### src/rtl/mc_ctrl_pkg.sv
// ============================================================================
// Module      : mc_ctrl_pkg
// Description : Shared types and encodings for the parametrised multicycle
//               MIPS controller (state enum, opcodes, mux encodings).
// Revision    : 1.0 - initial release
// ============================================================================
`default_nettype none

package mc_ctrl_pkg;

  typedef enum logic [3:0] {
    S_FETCH   = 4'd0,
    S_DECODE  = 4'd1,
    S_MEMADR  = 4'd2,
    S_LBRD    = 4'd3,
    S_LBWR    = 4'd4,
    S_SBWR    = 4'd5,
    S_RTYPEEX = 4'd6,
    S_RTYPEWR = 4'd7,
    S_BEQEX   = 4'd8,
    S_JEX     = 4'd9,
    S_ADDIWR  = 4'd10,
    S_BNEEX   = 4'd11
  } state_t;

  localparam logic [5:0] OP_LB    = 6'b100000;
  localparam logic [5:0] OP_SB    = 6'b101000;
  localparam logic [5:0] OP_RTYPE = 6'b000000;
  localparam logic [5:0] OP_BEQ   = 6'b000100;
  localparam logic [5:0] OP_BNE   = 6'b000101;
  localparam logic [5:0] OP_J     = 6'b000010;
  localparam logic [5:0] OP_ADDI  = 6'b001000;

  localparam logic [1:0] ALUOP_ADD   = 2'b00;
  localparam logic [1:0] ALUOP_SUB   = 2'b01;
  localparam logic [1:0] ALUOP_FUNCT = 2'b10;

  localparam logic [1:0] ALUSRCB_REG    = 2'b00;
  localparam logic [1:0] ALUSRCB_FOUR   = 2'b01;
  localparam logic [1:0] ALUSRCB_IMM    = 2'b10;
  localparam logic [1:0] ALUSRCB_BRANCH = 2'b11;

  localparam logic [1:0] PCSRC_ALU    = 2'b00;
  localparam logic [1:0] PCSRC_ALUOUT = 2'b01;
  localparam logic [1:0] PCSRC_JUMP   = 2'b10;

  // Raw control word before reset gating; pcen is derived from the pcwrite fields.
  typedef struct packed {
    logic       memread;
    logic       memwrite;
    logic       alusrca;
    logic       memtoreg;
    logic       iord;
    logic       regwrite;
    logic       regdst;
    logic       pcwrite;
    logic       pcwritecond;
    logic       pcen_inv;
    logic       irwrite_en;
    logic       illegal_op;
    logic [1:0] pcsource;
    logic [1:0] alusrcb;
    logic [1:0] aluop;
  } ctl_t;

  function automatic logic is_wait_state(input state_t s);
    return (s == S_FETCH) || (s == S_LBRD) || (s == S_SBWR);
  endfunction

endpackage

`default_nettype wire

### src/rtl/mc_wait_timer.sv
// ============================================================================
// Module      : mc_wait_timer
// Description : Counts memory stall cycles in a wait state and raises a
//               sticky err once the count reaches TIMEOUT (0 = disabled).
// Revision    : 1.0 - initial release
// ============================================================================
`default_nettype none

module mc_wait_timer #(
  parameter int TIMEOUT = 0
) (
  input  logic clk,
  input  logic reset,
  input  logic in_wait,
  input  logic mem_ready,
  input  logic state_change,
  output logic err
);

  localparam int CNT_W = (TIMEOUT > 0) ? $clog2(TIMEOUT + 1) : 1;

  logic [CNT_W-1:0] cnt_q, cnt_d;
  logic             err_q, err_d;
  logic             stall;
  logic             hit;

  assign stall = in_wait & ~mem_ready & ~state_change;

  // err is raised on the edge that completes the TIMEOUT-th stalled cycle.
  generate
    if (TIMEOUT > 0) begin : g_timeout_on
      assign hit = stall && (cnt_q == CNT_W'(TIMEOUT - 1));
    end else begin : g_timeout_off
      assign hit = 1'b0;
    end
  endgenerate

  always_comb begin
    cnt_d = cnt_q;
    err_d = err_q | hit;
    if (!stall) begin
      cnt_d = '0;
    end else if (cnt_q != CNT_W'(TIMEOUT)) begin
      cnt_d = cnt_q + 1'b1;
    end
  end

  always_ff @(posedge clk or posedge reset) begin
    if (reset) begin
      cnt_q <= '0;
      err_q <= 1'b0;
    end else begin
      cnt_q <= cnt_d;
      err_q <= err_d;
    end
  end

  assign err = err_q;

endmodule

`default_nettype wire

### src/rtl/mc_ctrl_param.sv
// ============================================================================
// Module      : mc_ctrl_param
// Description : Parametrised multicycle control FSM for the byte-fetch MIPS
//               datapath. Optional BNE support via macro MC_CTRL_BNE_EN.
//               FETCH_BEATS must be 1, 2 or 4.
// Revision    : 1.0 - initial release
// ============================================================================
`default_nettype none

module mc_ctrl_param
  import mc_ctrl_pkg::*;
#(
  parameter int FETCH_BEATS = 4,
  parameter int TIMEOUT     = 0
) (
  input  logic                   clk,
  input  logic                   reset,
  input  logic [5:0]             op,
  input  logic                   zero,
  input  logic                   mem_ready,
  output logic                   memread,
  output logic                   memwrite,
  output logic                   alusrca,
  output logic                   memtoreg,
  output logic                   iord,
  output logic                   pcen,
  output logic                   regwrite,
  output logic                   regdst,
  output logic [1:0]             pcsource,
  output logic [1:0]             alusrcb,
  output logic [1:0]             aluop,
  output logic [FETCH_BEATS-1:0] irwrite,
  output logic                   illegal_op,
  output logic                   err
);

`ifdef MC_CTRL_BNE_EN
  localparam bit BNE_EN = 1'b1;
`else
  localparam bit BNE_EN = 1'b0;
`endif

  localparam int              BEAT_W    = (FETCH_BEATS > 1) ? $clog2(FETCH_BEATS) : 1;
  localparam logic [BEAT_W-1:0] LAST_BEAT = BEAT_W'(FETCH_BEATS - 1);

  state_t            state_q, state_d;
  logic [BEAT_W-1:0] beat_q, beat_d;
  ctl_t              ctl;
  ctl_t              ctl_g;
  logic              in_wait;
  logic              state_change;

  always_ff @(posedge clk or posedge reset) begin
    if (reset) begin
      state_q <= S_FETCH;
      beat_q  <= '0;
    end else begin
      state_q <= state_d;
      beat_q  <= beat_d;
    end
  end

  always_comb begin
    ctl     = '0;
    state_d = state_q;
    beat_d  = beat_q;
    case (state_q)
      S_FETCH: begin
        ctl.memread  = 1'b1;
        ctl.alusrcb  = ALUSRCB_FOUR;
        ctl.pcsource = PCSRC_ALU;
        if (mem_ready) begin
          ctl.irwrite_en = 1'b1;
          ctl.pcwrite    = 1'b1;
          if (beat_q == LAST_BEAT) begin
            state_d = S_DECODE;
            beat_d  = '0;
          end else begin
            beat_d = beat_q + 1'b1;
          end
        end
      end
      S_DECODE: begin
        ctl.alusrcb = ALUSRCB_BRANCH;
        ctl.aluop   = ALUOP_ADD;
        case (op)
          OP_LB, OP_SB, OP_ADDI: state_d = S_MEMADR;
          OP_RTYPE:              state_d = S_RTYPEEX;
          OP_BEQ:                state_d = S_BEQEX;
          OP_J:                  state_d = S_JEX;
          OP_BNE: begin
            if (BNE_EN) begin
              state_d = S_BNEEX;
            end else begin
              ctl.illegal_op = 1'b1;
              state_d        = S_FETCH;
            end
          end
          default: begin
            ctl.illegal_op = 1'b1;
            state_d        = S_FETCH;
          end
        endcase
      end
      S_MEMADR: begin
        ctl.alusrca = 1'b1;
        ctl.alusrcb = ALUSRCB_IMM;
        case (op)
          OP_LB:   state_d = S_LBRD;
          OP_SB:   state_d = S_SBWR;
          OP_ADDI: state_d = S_ADDIWR;
          default: state_d = S_FETCH;
        endcase
      end
      S_LBRD: begin
        ctl.memread = 1'b1;
        ctl.iord    = 1'b1;
        if (mem_ready) state_d = S_LBWR;
      end
      S_LBWR: begin
        ctl.regwrite = 1'b1;
        ctl.memtoreg = 1'b1;
        state_d      = S_FETCH;
      end
      S_SBWR: begin
        ctl.memwrite = 1'b1;
        ctl.iord     = 1'b1;
        if (mem_ready) state_d = S_FETCH;
      end
      S_RTYPEEX: begin
        ctl.alusrca = 1'b1;
        ctl.aluop   = ALUOP_FUNCT;
        state_d     = S_RTYPEWR;
      end
      S_RTYPEWR: begin
        ctl.regdst   = 1'b1;
        ctl.regwrite = 1'b1;
        state_d      = S_FETCH;
      end
      S_BEQEX: begin
        ctl.alusrca     = 1'b1;
        ctl.aluop       = ALUOP_SUB;
        ctl.pcsource    = PCSRC_ALUOUT;
        ctl.pcwritecond = 1'b1;
        state_d         = S_FETCH;
      end
      S_BNEEX: begin
        if (BNE_EN) begin
          ctl.alusrca     = 1'b1;
          ctl.aluop       = ALUOP_SUB;
          ctl.pcsource    = PCSRC_ALUOUT;
          ctl.pcwritecond = 1'b1;
          ctl.pcen_inv    = 1'b1;
        end
        state_d = S_FETCH;
      end
      S_JEX: begin
        ctl.pcwrite  = 1'b1;
        ctl.pcsource = PCSRC_JUMP;
        state_d      = S_FETCH;
      end
      S_ADDIWR: begin
        ctl.regwrite = 1'b1;
        state_d      = S_FETCH;
      end
      default: begin
        state_d = S_FETCH;
      end
    endcase
  end

  // Outputs are held low for the whole reset assertion, not just after an edge.
  assign ctl_g = reset ? '0 : ctl;

  assign memread    = ctl_g.memread;
  assign memwrite   = ctl_g.memwrite;
  assign alusrca    = ctl_g.alusrca;
  assign memtoreg   = ctl_g.memtoreg;
  assign iord       = ctl_g.iord;
  assign regwrite   = ctl_g.regwrite;
  assign regdst     = ctl_g.regdst;
  assign pcsource   = ctl_g.pcsource;
  assign alusrcb    = ctl_g.alusrcb;
  assign aluop      = ctl_g.aluop;
  assign illegal_op = ctl_g.illegal_op;
  assign pcen       = ctl_g.pcwrite | (ctl_g.pcwritecond & (zero ^ ctl_g.pcen_inv));

  // Byte lanes fill MSB first: beat 0 writes lane FETCH_BEATS-1.
  generate
    for (genvar i = 0; i < FETCH_BEATS; i++) begin : g_irwrite
      assign irwrite[i] = ctl_g.irwrite_en && (beat_q == BEAT_W'(FETCH_BEATS - 1 - i));
    end
  endgenerate

  assign in_wait      = is_wait_state(state_q);
  assign state_change = (state_d != state_q);

  mc_wait_timer #(
    .TIMEOUT(TIMEOUT)
  ) u_wait_timer (
    .clk         (clk),
    .reset       (reset),
    .in_wait     (in_wait),
    .mem_ready   (mem_ready),
    .state_change(state_change),
    .err         (err)
  );

endmodule

`default_nettype wire
### config.mk
export PLATFORM = sky130hd
export DESIGN_NAME = mc_ctrl_param
export DESIGN_NICKNAME = d
export VERILOG_FILES = /design/src/rtl/mc_ctrl_pkg.sv /design/src/rtl/mc_wait_timer.sv /design/src/rtl/mc_ctrl_param.sv
export SDC_FILE = /design/constraint.sdc
export NUM_CORES = 1
export LEC_CHECK = 0
export ABC_AREA = 1
export CORE_UTILIZATION = 38
export DETAILED_ROUTE_END_ITERATION = 7
export PLACE_DENSITY = 0.78
export SYNTH_ARGS = -nofsm -noshare
export SYNTH_HDL_FRONTEND = slang
export SYNTH_HIERARCHICAL = 1
export SYNTH_SLANG_ARGS = --single-unit
### constraint.sdc
create_clock -name clk -period 1.6 [get_ports clk]
set_clock_uncertainty 0.15 [all_clocks]
set_input_delay 0.48 -clock clk [delete_from_list [all_inputs] [get_ports clk]]
set_output_delay 0.48 -clock clk [all_outputs]
set_load 0.005 [all_outputs]
==> flow_metrics.py, run 1 <==
metrics = {
    "clock_tree": {
        "cts_made_buffers": 3,
        "clockBufferDepth": 2,
        "cts_resized": 171,
        "cts_root_buffer": "clkbuf_4",
        "hold_buffers": 0,
        "cts_max_level": 1,
        "postCtsSetupRepairBufs": 41,
    },
    "die": {
        "rows": 14,
        "pin_count": 30,
        "die_y_um": 44.5,
        "start_util": 0.431,
        "die_w_um": 44.5,
    },
    "status": {
        "lastStage": "4_1_cts",
        "status": "stopped before the end",
        "firstError": "[ERROR DPL-0038] Utilization greater than 100%, impossible to legalize",
    },
    "placed_design": {
        "hpwl_um": 1980,
        "placed_cell_area_um2": 1270,
        "port-buffer-count": 28,
        "gp_congestion": 0.874,
        "post-place-ws_ns": -1.13,
    },
    "synth": {
        "syn_area_um2": 687,
        "avgSynthCellArea_um2": 5.58,
        "synthesis.nets": 137,
        "yosysWarnings": 6,
        "synth_cells": 123,
    },
}
## through the flow
stage / cells / utilization
2_1_floorplan: 123 / -
3_3_place_gp: 210 / 0.799
3_5_place_dp: 210 / 0.799
==> inputs of run 2 (changes only) <==
- CORE_AREA: unset -> 2 2 63 65
- CORE_UTILIZATION: 38 -> unset
- DIE_AREA: unset -> 0 0 65 67
- PLACE_DENSITY: 0.78 -> unset
- PLACE_DENSITY_LB_ADDON: unset -> 0.15
- clock period: 1.6 -> 2.1 ns (I/O delays scaled with it)
==> run 2 against run 1 <==
  * The flow now finishes, with violations (negative setup slack)
  * Area after synthesis unchanged
  * Synthesized cell count unchanged
==> flow_metrics.py, run 2 <==
metrics = {
    "status": {
        "status": "finished with violations",
        "violations": "negative setup slack",
    },
    "setup_path": {
        "critPathMaxStageDelay_ns": 0.14,
        "critPathLaunch": "op[4]",
        "path_max_fanout": 2,
        "crit_path_cell_trace": "buf_8 -> nor2_4 -> nand2_2 -> nor2_2 -> inv_1 -> nand2_2 -> nor3_1 -> buf_2",
        "timing.rr.end": "beat_q[0]",
        "cp_num_cells": 8,
        "crit_top_cell": "nand2_2",
        "cp.arrival_ns": 1.41,
        "path_class": "input pin to output port",
        "end_kind": "output port",
        "path_delay_family": "simple AND/OR/NAND/NOR gates",
        "cp_data_required_time_ns": 1.32,
        "cp_num_buf_inv": 3,
        "startpoint_type": "input pin",
        "critPathCapture": "illegal_op",
        "crit_slowest_cell": "nor2_4",
        "worstReg2RegStart": "state_q[3]",
        "reg2reg_depth": 9,
        "reg2reg_setup_slack_ns": 0.55,
    },
    "power_and_ir_drop": {
        "clock_power_share": 0.176,
        "max-vdd-ir-drop_mv": 0.223,
        "p_sw_mw": 0.373,
        "pwr-share-seq": 0.188,
        "power.density_nw_per_um2": 566,
        "p_leak_nw": 0.916,
        "intPower_mw": 0.592,
        "comb_power_share": 0.636,
        "switching_share": 0.386,
    },
    "route": {
        "final_antenna_net_count": 0,
        "vias": 1113,
        "route.final.wire_length_um": 2790,
        "viasPerCell": 4.18,
        "detail_route.iter0.violations": 13,
        "dr.pass1.iters": 4,
        "route.detailed.drc": 0,
        "avgRoutedWirePerCell_um": 10.5,
    },
    "final_layout": {
        "area_growth_pct": 148,
        "top_register": "state_q",
        "layout_commonest_cell": "buf_4",
        "nNetsFinal": 234,
        "diodes": 0,
        "fin_util": 0.473,
        "layout_common_cells": "buf_4 (53), nor2_1 (19), buf_6 (17)",
        "largest_reg_flops": 4,
        "layout-drive-gt1-share": 0.670,
        "top_regs": "state_q: 4 flops, beat_q: 2 flops",
        "fin_cells": 266,
        "final_area_um2": 1710,
    },
    "synth": {
        "syn_area_um2": 687,
        "synthesis.nets": 137,
        "yosysWarnings": 6,
        "avgSynthCellArea_um2": 5.58,
        "synth_cells": 123,
    },
    "timing": {
        "holdWs_ns": 0.398,
        "tns_ns": -0.572,
        "layout_setup_ws_ns": -0.0916,
        "rsz0062_at_grt": "yes",
        "fmax_mhz": 456,
        "drv_slew": 0,
        "period_share": 1.04,
        "setup_viol_count_final": 12,
        "hold_viol_final": 0,
        "min_period_ns": 2.19,
    },
    "die": {
        "die_y_um": 67,
        "die_w_um": 65,
        "pin_count": 30,
        "rows": 22,
        "die_area_um2": 4360,
        "start_util": 0.190,
        "core_um2": 3610,
    },
    "global_routing": {
        "grt_pass1_vias": 1113,
        "grt_overflow": 0,
        "grt_pass1_wl_um": 4690,
        "grt_usage": 0.137,
        "antenna_found_initial": 0,
        "grt_start_max_net_pins": 7,
    },
    "placed_design": {
        "gp_congestion": 0.805,
        "placed_cells": 233,
        "port-buffer-count": 28,
        "placed_cell_area_um2": 1290,
        "hpwl_um": 1920,
    },
    "clock_tree": {
        "clk_pin_slew_worst_paths_ns": 0.04,
        "cts_root_buffer": "clkbuf_8",
        "clk_latency_ns": 0.22,
        "cts_max_level": 1,
        "cts_made_buffers": 3,
        "clockBufferDepth": 2,
        "cts_tree": "done",
        "cts.sinks": 6,
    },
    "job": {
        "drv_cap": 0,
    },
    "worst_hold_path": {
        "hold_class": "input pin to asynchronous set/reset pin",
    },
}
-- run 2: layer usage --
layer,vias to the layer above,global-route usage,share of wire,routed length [um]
li1,569,-,-,-
met1,526,0.147,0.39,1090
met2,18,0.278,0.58,1630
met3,0,0.0236,0.028,77
met4,0,0.0213,0,0
met5,-,0,0,0
-- run 2: power groups by stage --
stage | Sequential, mW | Combinational [mW] | Clock, mW
floorplan | 0.165 | 0.228 | 0
global placement | 0.180 | 0.468 | 0
detailed placement | 0.182 | 0.467 | 0
CTS | 0.178 | 0.564 | 0.176
global route | 0.186 | 0.690 | 0.186
finish | 0.182 | 0.613 | 0.170
-- run 2: area by class of cell --
type                       count  area, um^2
clock buffer                   3        41.3
fill                         375        1900
inverter                      22        86.3
multi-input combinational     93         606
sequential                     6         155
tap                           48        60.1
timing repair buffer          94         757
-- run 2: worst reg2reg max path, cell delays in order (launching register included) --
cell and delay (ns):
dfrtp_2 0.43, nor2_4 0.14, nand2_2 0.09, nor2_4 0.12, buf_4 0.12, buf_4 0.09
buf_4 0.08, buf_4 0.10, nand3_1 0.06, o21ai_0 0.08
-- run 2: per-stage QoR --
step | setup slack (ns) | total power [mW]
finish | -0.0916 | 0.965
global route | -0.183 | 1.06
CTS | -0.223 | 0.918
detailed placement | -0.918 | 0.649
global placement | -0.865 | 0.648
floorplan | 0.0857 | 0.394
-- run 2: how the worst min path moves through the flow --
stage | slack [ns] | end | cells after the start
floorplan | 0.26 | beat_q[0] | 1
global placement | 0.47 | beat_q[1] | 2
detailed placement | 0.48 | beat_q[1] | 2
CTS | 0.41 | state_q[0] | 4
global route | 0.41 | state_q[0] | 4
finish | 0.40 | state_q[0] | 4
-- run 2: repair_timing --
action / in CTS / in global routing
buffers inserted: 30 / 4
hold buffers: 0 / 0
pin swaps: 20 / 15
setup endpoints to repair: 19 / 21
gates resized for setup: 126 / 60
(Power assumes the default switching activity.)
